**src/rtl/pwm_pkg.sv**
```systemverilog
// Shared types and constants for the down-count compare PWM block.
// Holds the controller state encoding and the period/MAX helpers derived from WIDTH.
package pwm_pkg;

    typedef enum logic [1:0] {
        IDLE = 2'd0,
        WAIT = 2'd1,
        RUN  = 2'd2
    } pwm_state_e;

    localparam int unsigned DEFAULT_WIDTH = 3;

    function automatic int unsigned pwm_period(input int unsigned width);
        return 32'd1 << width;
    endfunction

    function automatic int unsigned pwm_max(input int unsigned width);
        return (32'd1 << width) - 32'd1;
    endfunction

    localparam int unsigned DEFAULT_PERIOD = pwm_period(DEFAULT_WIDTH);
    localparam int unsigned DEFAULT_MAX    = pwm_max(DEFAULT_WIDTH);

endpackage

```
**src/rtl/pwm_duty_shadow.sv**
```systemverilog
// One-deep pending duty register in front of the active duty, with ready/valid intake.
// A pending value is promoted only at a period start, so a period never changes duty mid-way.
module pwm_duty_shadow
    import pwm_pkg::*;
#(
    parameter int WIDTH = 3
) (
    input  logic           clk,
    input  logic           rst_n,
    input  logic           start,
    input  logic [WIDTH:0] duty_in,
    input  logic           duty_valid,
    output logic           duty_ready,
    output logic [WIDTH:0] eff_duty
);

    localparam logic [WIDTH:0] PERIOD = (WIDTH+1)'(pwm_period(WIDTH));

    logic           pend_full;
    logic [WIDTH:0] pend_duty;
    logic [WIDTH:0] active_duty;
    logic [WIDTH:0] clamped;

    assign duty_ready = ~pend_full;
    assign clamped    = (duty_in > PERIOD) ? PERIOD : duty_in;

    // Duty seen by the compare on the start edge itself, so the new value covers count = MAX.
    assign eff_duty = (start && pend_full) ? pend_duty : active_duty;

    // NOTE: sequential state uses non-blocking assignments so every flop samples pre-edge values.
    always_ff @(posedge clk or negedge rst_n) begin
        if (!rst_n) begin
            pend_full   <= 1'b0;
            pend_duty   <= '0;
            active_duty <= '0;
        end else if (start && pend_full) begin
            active_duty <= pend_duty;
            pend_full   <= 1'b0;
        end else if (duty_valid && duty_ready) begin
            pend_duty <= clamped;
            pend_full <= 1'b1;
        end
    end

endmodule

```
**src/rtl/pwm_downcount_compare.sv**
```systemverilog
// PWM generator that compares an external free-running down-counter against a duty value.
// Holds the run/arm controller, period-start detection, registered compare and period counter.
module pwm_downcount_compare
    import pwm_pkg::*;
#(
    parameter int WIDTH  = 3,
    parameter int PCNT_W = 8
) (
    input  logic              clk,
    input  logic              rst_n,
    input  logic [WIDTH-1:0]  count,
    input  logic              en,
    input  logic [WIDTH:0]    duty_in,
    input  logic              duty_valid,
    output logic              duty_ready,
    output logic              pwm,
    output logic              period_start,
    output logic [PCNT_W-1:0] period_cnt
);

    localparam logic [WIDTH-1:0] MAX    = WIDTH'(pwm_max(WIDTH));
    localparam logic [WIDTH+1:0] PERIOD = (WIDTH+2)'(pwm_period(WIDTH));

    pwm_state_e       state, state_nxt;
    logic [WIDTH-1:0] prev;
    logic             start;
    logic [WIDTH:0]   eff_duty;
    logic [WIDTH+1:0] sum;

    // prev resets to 0, so a count already parked at MAX after reset still yields one start.
    assign start = (count == MAX) && (prev != MAX);
    assign sum   = {2'b00, count} + {1'b0, eff_duty};

    pwm_duty_shadow #(.WIDTH(WIDTH)) u_shadow (
        .clk        (clk),
        .rst_n      (rst_n),
        .start      (start),
        .duty_in    (duty_in),
        .duty_valid (duty_valid),
        .duty_ready (duty_ready),
        .eff_duty   (eff_duty)
    );

    always_ff @(posedge clk or negedge rst_n) begin
        if (!rst_n) state <= IDLE;
        else        state <= state_nxt;
    end

    // NOTE: next-state gets a default before any branch so no path leaves it unassigned (no latch).
    always_comb begin
        state_nxt = state;
        if (!en) begin
            state_nxt = IDLE;
        end else begin
            case (state)
                IDLE:    state_nxt = WAIT;
                WAIT:    if (start) state_nxt = RUN;
                RUN:     state_nxt = RUN;
                default: state_nxt = IDLE;
            endcase
        end
    end

    // Gating on the next state makes pwm drop the cycle after en falls and rise on RUN entry.
    always_ff @(posedge clk or negedge rst_n) begin
        if (!rst_n) begin
            prev         <= '0;
            period_start <= 1'b0;
            pwm          <= 1'b0;
            period_cnt   <= '0;
        end else begin
            prev         <= count;
            period_start <= start;
            pwm          <= (state_nxt == RUN) && (sum >= PERIOD);
            if (start && (state_nxt == RUN))
                period_cnt <= period_cnt + PCNT_W'(1);
        end
    end

endmodule

```
**config.mk**
```make
export PLATFORM = sky130hd
export DESIGN_NAME = pwm_downcount_compare
export DESIGN_NICKNAME = d
export VERILOG_FILES = /design/src/rtl/pwm_pkg.sv /design/src/rtl/pwm_duty_shadow.sv /design/src/rtl/pwm_downcount_compare.sv
export SDC_FILE = /design/constraint.sdc
export NUM_CORES = 1
export LEC_CHECK = 0
export ABC_AREA = 1
export CORE_ASPECT_RATIO = 1.5
export CORE_MARGIN = 2
export CORE_UTILIZATION = 54
export CTS_CLUSTER_DIAMETER = 200
export DETAILED_ROUTE_END_ITERATION = 10
export GPL_ROUTABILITY_DRIVEN = 0
export PLACE_DENSITY = 0.83
export SYNTH_ARGS = -nofsm -noshare
export SYNTH_HDL_FRONTEND = slang
export SYNTH_SLANG_ARGS = --single-unit
```
**constraint.sdc**
```tcl
create_clock -name clk -period 3.7 [get_ports clk]
set_clock_uncertainty 0.05 [all_clocks]
set_input_delay 0.37 -clock clk [delete_from_list [all_inputs] [get_ports clk]]
set_output_delay 0.37 -clock clk [all_outputs]
set_load 0.005 [all_outputs]
```
-- After elaboration in Yosys (flattened, before gate mapping)
Cells that the tools add are included.
- register bits: 24
- output and inout bits: 11
- input port bits: 11
- word-level logic and storage cells: 34
- $lt $le $gt $ge: 2
- bitwise operators: 2
- multiplexer cells: 7
- reductions and logical operators: 8
- add/sub/neg operators: 2
- equal/unequal tests: 5
- operators by type and width (kind ; count):
    $add A8 B1 Y8 const B ; 1
    $mux W4 ; 2
    $pmux W2 S3 ; 1
    $add A3 B4 Y5 ; 1
    $ge A5 B4 Y1 const B ; 1
    $logic_and A1 B1 Y1 ; 5
    $eq A2 B2 Y1 const B ; 2
    $gt A4 B4 Y1 const B ; 1
    $mux W2 ; 2
    $eq A3 B3 Y1 const B ; 1
    $ne A3 B3 Y1 const B ; 1
    $eq A2 B1 Y1 const B ; 1
    $logic_not A2 Y1 ; 1
    $mux W1 ; 2
    $not A1 Y1 ; 2
    $reduce_and A2 Y1 ; 1
    $reduce_bool A2 Y1 ; 1

-- Longest topological paths before layout
Gate-level depths: netlist of run 1.
- depth after elaboration: 7
- depth in mapped cells: 13
- mapped depth without buffers: 13

-- Cells and area by module
From an unflattened synthesis of run 1, not the netlist that was laid out.
- cell total of the unflattened synthesis: 130
- area total of the unflattened synthesis: 1174.9 sq um
- by module, submodules not included (module ; area an instance (sq um) ; cells each ; times used ; sequential area each (sq um)):
    pwm_downcount_compare ; 815.8 ; 93 ; 1 ; 375.4
    pwm_duty_shadow ; 359.1 ; 37 ; 1 ; 225.2

-- Worst setup path before layout of run 1
Ideal clock, no wire load.
- path type: input -> register
- from: input port count[0]
- to: register pwm
- arrival: 1908 ps
- buffers on the path: 0
- stages on the path: 12
- required time: 3533 ps
- slack: 1626 ps
- setup time: 117 ps
- cells stage by stage: nand2_1 nor2_4 nand3_2 nand2_1 o21ai_0 ha_1 fa_1 or2_2 nor2_1 nand3_1 nand2_1 nor2_1
- word-level cells in the longest chain between the ends: 7
- elaborated cells between the ends (all ways): 11
- classes of those cells: add/sub: 1; order compare: 1; eq/ne: 2; mux: 4; reduce/logical: 3
- ends and longest elaborated chain (item ; RTL line ; RTL):
    start, declared ; pwm_downcount_compare.sv:11 ; input logic [WIDTH-1:0] count,
    $eq A3 B3 Y1 ; pwm_downcount_compare.sv:31 ; assign start = (count == MAX) && (prev != MAX);
    $logic_and A1 B1 Y1 ; pwm_downcount_compare.sv:31 ;
    $logic_and A1 B1 Y1 ; pwm_duty_shadow.sv:28 ; assign eff_duty = (start && pend_full) ? pend_duty : active_duty;
    $mux W4 ; - ;
    named net eff_duty[0] ; pwm_downcount_compare.sv:27 ; logic [WIDTH:0] eff_duty;
    $add A3 B4 Y5 ; pwm_downcount_compare.sv:32 ; assign sum = {2'b00, count} + {1'b0, eff_duty};
    $ge A5 B4 Y1 ; pwm_downcount_compare.sv:74 ; pwm <= (state_nxt == RUN) && (sum >= PERIOD);
    $logic_and A1 B1 Y1 ; pwm_downcount_compare.sv:74 ;
    end signal, assigned ; pwm_downcount_compare.sv:74 ;
    end, declared ; pwm_downcount_compare.sv:16 ; output logic pwm,
The timed path passes the listed nets, and every way through them passes these cells.
A chain may end at the register's enable or synchronous reset.

-- Worst setup path after layout of run 1
- from: input port count[1]
- to: register pwm
The elaborated chain is that of the path after synthesis.

==> flow_summary.toml, run 1 <==
[floorplan]
start_util = 0.568
ios = 22
die_area_mm2 = 0.00252
die_w_um = 41.7
die_h_um = 60.5
row_count = 20
core_mm2 = 0.00203

[outcome]
outcome = "finished, final reports clean"

[placement]
post-place-ws_ns = 0.763
dp_cells = 170
dpl.hpwl_mm = 1.54
io_buffers = 21

[yosys]
ys_seq_area_frac = 0.522
ys_seq_elements = 24
synth_warnings = 0
syn-num-nets = 144
syn_avg_cell_area_um2 = 8.99
synthesis.area_mm2 = 0.00115
synth_cells = 128
synth_cell_types = 20

[power]
p_per_area_mw_per_mm2 = 403
p_total_uw = 564
ir_drop_v = 0.000262
p_leak_uw = 0.000678

[timing]
finalMaxSlewViolations = 0
rsz0062_at_grt = "no"
min_period_over_period = 0.695
setup_violations = 0
hold_viol_final = 0
max_freq_mhz = 389
min_period_ns = 2.57
layout_setup_ws_ns = 1.13
fin_tns_setup_ns = 0
worst_pin_slew_ns = 1.05
maxSlewHeadroom = 0.298

[critical_path]
crit_type = "input port to flip-flop"
path_buf_inv = 2
cp.arrival_ns = 2.73
cp-start-kind = "input port"
critPathCaptureType = "flip-flop"
startpoint = "count[1]"
crit_fanout = 9
r2r_start = "prev[1]"
path_cells = "clkdlybuf4s50_1 -> inv_1 -> nor2_4 -> nand3_2 -> nand2_1 -> o21ai_0 -> ha_1 -> fa_1 -> or2_2 -> nor2_1 -> nand3_1 -> nand2_1 -> nor2_1"
cp_slowest_cell = "clkdlybuf4s50_1"
r2r_cells = 11
critical_path_depth = 13
cp.required_ns = 3.86
critPathCapture = "pwm"
max_stage_delay_ns = 0.57
r2r_setup_slack_ns = 1.43
reg2reg_to = "pwm"
crit_family = "simple AND/OR/NAND/NOR gates"

[cells_and_area]
nets = 169
instances_no_fill = 173
final_cell_mix = "40 x nand2_1, 24 x dfrtp_1, 21 x clkdlybuf4s50_1"
drive_above_1_share = 0.0795
n_fill_cell = 165
final_common_cell = "nand2_1"
syn_to_final_growth_pct = 21.6
antenna_cells = 0

[global_routing]
grt_max_degree = 25
grt_first_pass_wirelength_mm = 3.45
grt_pass1_vias = 855
overflow = 0
antenna_found_initial = 0
grt_use_total = 0.180

[clocking]
hold_buffers = 0
clk_pin_slew_ns = 0.12
cts_tree = "built"
h-tree-depth = 1
post_cts_buffers = 0
cts_resized = 0
cts_made_buffers = 3
max-clock-path-buffers = 2
clk_latency_ns = 0.31
cts_root_buf = "clkbuf_4"
cts.sinks = 24

[routing]
dr.pass1.iters = 4
wl_per_cell_um = 11.4
vias_per_cell = 5.16
drcViolationCount = 0
wirelength_mm = 1.97
antenna_left = 0
drtIter0Drc = 12
vias = 893

[worst_hold_path]
hp-class = "flip-flop to flip-flop"

[run]
drv_cap = 0
## cell usage after synthesis
| library cell | number | area (um^2) |
|---|---|---|
| a21boi_2 | 1 | 11.3 |
| a21oi_1 | 2 | 10.0 |
| buf_6 | 1 | 11.3 |
| dfrtp_1 | 24 | 601 |
| fa_1 | 1 | 20.0 |
| ha_1 | 4 | 50.1 |
| inv_1 | 17 | 63.8 |
| nand2_1 | 40 | 150 |
| nand3_1 | 7 | 35.0 |
| nand3_2 | 1 | 10.0 |
| nand4_1 | 3 | 18.8 |
| nor2_1 | 7 | 26.3 |
| nor2_2 | 2 | 12.5 |
| nor2_4 | 1 | 11.3 |
| o211ai_2 | 1 | 12.5 |
| o21ai_0 | 7 | 35.0 |
| o21ai_1 | 1 | 5.00 |
| o21ai_2 | 2 | 17.5 |
| or2_2 | 1 | 6.26 |
| xnor2_1 | 5 | 43.8 |
## cells by family (layout without fill, tap and decap cells)
family          count (synthesis)  in the layout  synth area share
simple gates                   62             62             0.235
flops                          24             24             0.522
buf+inv                        18             41            0.0652
compound gates                 14             14            0.0793
fa+ha+maj                       5              5            0.0609
xor+xnor                        5              5            0.0380
## worst min-delay path by stage
| stage | startpoint | end | cells past startpoint |
|---|---|---|---|
| finish | period_cnt[7] | period_cnt[7] | 2 |
| global route | u_shadow.active_duty[3] | u_shadow.active_duty[3] | 2 |
| CTS | u_shadow.active_duty[3] | u_shadow.active_duty[3] | 2 |
| detailed placement | u_shadow.active_duty[3] | u_shadow.active_duty[3] | 2 |
| global placement | u_shadow.active_duty[0] | u_shadow.active_duty[0] | 2 |
| floorplan | rst_n | period_cnt[0] | 0 |
## metrics by stage
| stage | cell area (um^2) | hold slack [ns] | util |
|---|---|---|---|
| detailed placement | 1380 | 0.453 | 0.680 |
| CTS | 1400 | 0.488 | 0.691 |
| global route | 1400 | 0.511 | 0.691 |
| floorplan | 1150 | 0.0244 | - |
| finish | 1400 | 0.494 | 0.691 |
| global placement | 1380 | 0.442 | 0.680 |
## power breakdown
part | switching [uW] | total, uW | internal [uW]
Sequential | 23.3 | 322 | 299
Combinational | 66.5 | 130 | 63.9
Clock | 73.1 | 111 | 38.1
Total | 163 | 564 | 401
## state kept, by name, summed over array words and instances, names as in the netlist
| name | flops |
|---|---|
| u_shadow.pend_duty | 4 |
| u_shadow.pend_full | 1 |
| state | 2 |
| period_cnt | 8 |
| prev | 3 |
| pwm | 1 |
| u_shadow.active_duty | 4 |
| period_start | 1 |
## layer usage
layer	vias up	routed length, um	part of all wire	GRT usage
li1	446	-	-	-
met4	0	29	0.015	0.0829
met1	424	836	0.42	0.197
met3	4	68	0.035	0.0417
met5	-	0	0	0
met2	19	1040	0.53	0.330
## final cells by class
type | count | area [um^2] | area share
multi-input cells | 86 | 475 | 0.340
inverters | 17 | 63.8 | 0.0456
repair buffers | 21 | 210 | 0.150
clock buffers | 3 | 22.5 | 0.0161
well taps | 22 | 27.5 | 0.0197
flip-flops and latches | 24 | 601 | 0.429
## tightest hold or removal path, stage by stage (launching register included)
cell     delay, ns
dfrtp_1       0.40
nand2_1       0.06
nand2_1       0.06
(Power assumes the default switching activity.)
==> inputs of run 2 (changes only) <==
--- a/config.mk
+++ b/config.mk
@@ -8,11 +8,11 @@
 export ABC_AREA = 1
 export CORE_ASPECT_RATIO = 1.5
 export CORE_MARGIN = 2
-export CORE_UTILIZATION = 54
+export CORE_UTILIZATION = 50
 export CTS_CLUSTER_DIAMETER = 200
 export DETAILED_ROUTE_END_ITERATION = 10
 export GPL_ROUTABILITY_DRIVEN = 0
-export PLACE_DENSITY = 0.83
+export PLACE_DENSITY = 0.77
 export SYNTH_ARGS = -nofsm -noshare
 export SYNTH_HDL_FRONTEND = slang
 export SYNTH_SLANG_ARGS = --single-unit
==> constraint.sdc (replaced) <==
create_clock -name clk -period 2.4 [get_ports clk]
set_clock_uncertainty 0.05 [all_clocks]
set_input_delay 0.24 -clock clk [delete_from_list [all_inputs] [get_ports clk]]
set_output_delay 0.24 -clock clk [all_outputs]
set_load 0.005 [all_outputs]
==> run 2 against run 1 <==
- critical path depth decreased by 2
- sequential share of layout area fell by 1.8 points
- register-to-register slack worse by 1.3 ns
- first-iteration DRC count rose by 110%
- worst hold slack worse by 0.27 ns
- setup slack lost 0.96 ns
- via count up 2.1%
- cell area rose by 4.4%
- largest power group unchanged
==> flow_summary.toml, run 2 (synthesized netlist as in run 1, its figures left out) <==
[routing]
drtIter0Drc = 25
wl_per_cell_um = 11.8
wirelength_mm = 2.14
vias = 912
vias_per_cell = 5.01
dr.pass1.iters = 4
drcViolationCount = 0
antenna_left = 0

[cells_and_area]
multi_input_area_um2 = 475
antenna_cells = 0
n_fill_cell = 191
seq_area_um2 = 601
largest_reg_flops = 8
final_cell_mix = "40 x nand2_1, 24 x dfrtp_1, 21 x clkdlybuf4s50_1"
regMostFlops = "period_cnt"
syn_to_final_growth_pct = 27.0
final_common_cell = "nand2_1"
drive_above_1_share = 0.126
top_regs = "period_cnt (8), u_shadow.active_duty (4), u_shadow.pend_duty (4)"
nets = 177
final_util = 0.662
instances_no_fill = 182

[critical_path]
crit_fanout = 4
cp_slowest_cell = "dfrtp_1"
path_cells = "nand3_1 -> nand3_2 -> buf_4 -> o21ai_0 -> ha_1 -> fa_1 -> or2_2 -> nor2_1 -> nand3_1 -> nand2_1 -> nor2_1"
crit_type = "flip-flop to flip-flop"
startpoint = "prev[2]"
cp.required_ns = 2.56
cp-start-kind = "flip-flop"
r2r_start = "prev[2]"
cp.arrival_ns = 2.40
critPathCaptureType = "flip-flop"
max_stage_delay_ns = 0.37

[timing]
max_freq_mhz = 448
min_period_over_period = 0.930
rsz0062_at_grt = "no"
whs_ns = 0.223
hold_viol_final = 0
maxSlewHeadroom = 0.638
setup_violations = 0
min_period_ns = 2.23
finalMaxSlewViolations = 0
worst_pin_slew_ns = 0.541

[power]
p_per_area_mw_per_mm2 = 606
ir_drop_v = 0.000375
p_leak_uw = 0.000716

[global_routing]
antenna_found_initial = 0
grt_first_pass_wirelength_mm = 3.61
grt_use_total = 0.175
grt_pass1_vias = 874
grt_max_degree = 25
overflow = 0

[clocking]
post_cts_buffers = 0
cts_tree = "built"
hold_buffers = 0
h-tree-depth = 1
cts_resized = 0
cts_root_buf = "clkbuf_4"
cts.sinks = 24
max-clock-path-buffers = 2
clk_pin_slew_ns = 0.12
clk_latency_ns = 0.31
cts_made_buffers = 3

[placement]
dpl.hpwl_mm = 1.71
dp_cells = 179
io_buffers = 21

[floorplan]
die_area_mm2 = 0.00271
core_mm2 = 0.00221
ios = 22
die_h_um = 62.8
row_count = 21
die_w_um = 43.2
start_util = 0.522

[worst_hold_path]
hp-class = "input port to asynchronous set/reset pin"

[outcome]
outcome = "finished, final reports clean"

[run]
drv_cap = 0
==> run 2: cell count changes in the layout (fill, tap and decap cells not counted) <==
cell   change
buf_4      +8
==> run 2: stage by stage <==
step | power (uW) | setup TNS (ns) | instance area (um^2) | worst slack [ns]
after floorplan | 613 | 0 | 1150 | 0.358
after global placement | 709 | -0.0460 | 1440 | -0.0460
after detailed placement | 725 | -0.151 | 1440 | -0.151
after CTS | 893 | 0 | 1460 | 0.150
after global routing | 944 | 0 | 1460 | 0.0229
final | 885 | 0 | 1460 | 0.169
==> run 2: area by class of cell <==
cell class	count	area share
inverter	17	0.0437
tap	23	0.0197
clock buffer	3	0.0154
sequential	24	0.411
timing repair buffer	29	0.185
multi-input combinational	86	0.325
==> run 2: path summary, 6_finish.rpt <==
| check | cells past startpoint | slack (ns) | to |
|---|---|---|---|
| worst max-delay path | 11 | 0.17 | pwm |
| min in group clk | 3 | 0.42 | state[0] |
| worst min-delay path | 2 | 0.22 | period_cnt[1] |
| worst min register to register | 2 | 0.46 | u_shadow.active_duty[3] |
| max in group asynchronous | 2 | 1.85 | period_cnt[6] |
| worst max register to register | 11 | 0.17 | pwm |
==> run 2: worst max-delay path, delay by kind of cell (launching register included) <==
| kind | cells | cell delay (ns) |
|---|---|---|
| AOI/OAI and AO/OA | 1 | 0.10 |
| adders and majority gates | 2 | 0.60 |
| buffers and inverters | 1 | 0.12 |
| DFF | 1 | 0.37 |
| and+or+nand+nor | 7 | 0.88 |
==> run 2: layer usage <==
metal,wire length (um),GRT usage,part of all wire,up-vias
li1,-,-,-,464
met5,0,0,0,-
met2,1210,0.334,0.57,18
met4,29,0.0682,0.014,0
met1,843,0.186,0.39,426
met3,56,0.0173,0.026,4
==> run 2: where the power goes <==
group          switching, uW  internal (uW)
logic                    106            111
registers               36.5            461
clock network            112           58.7
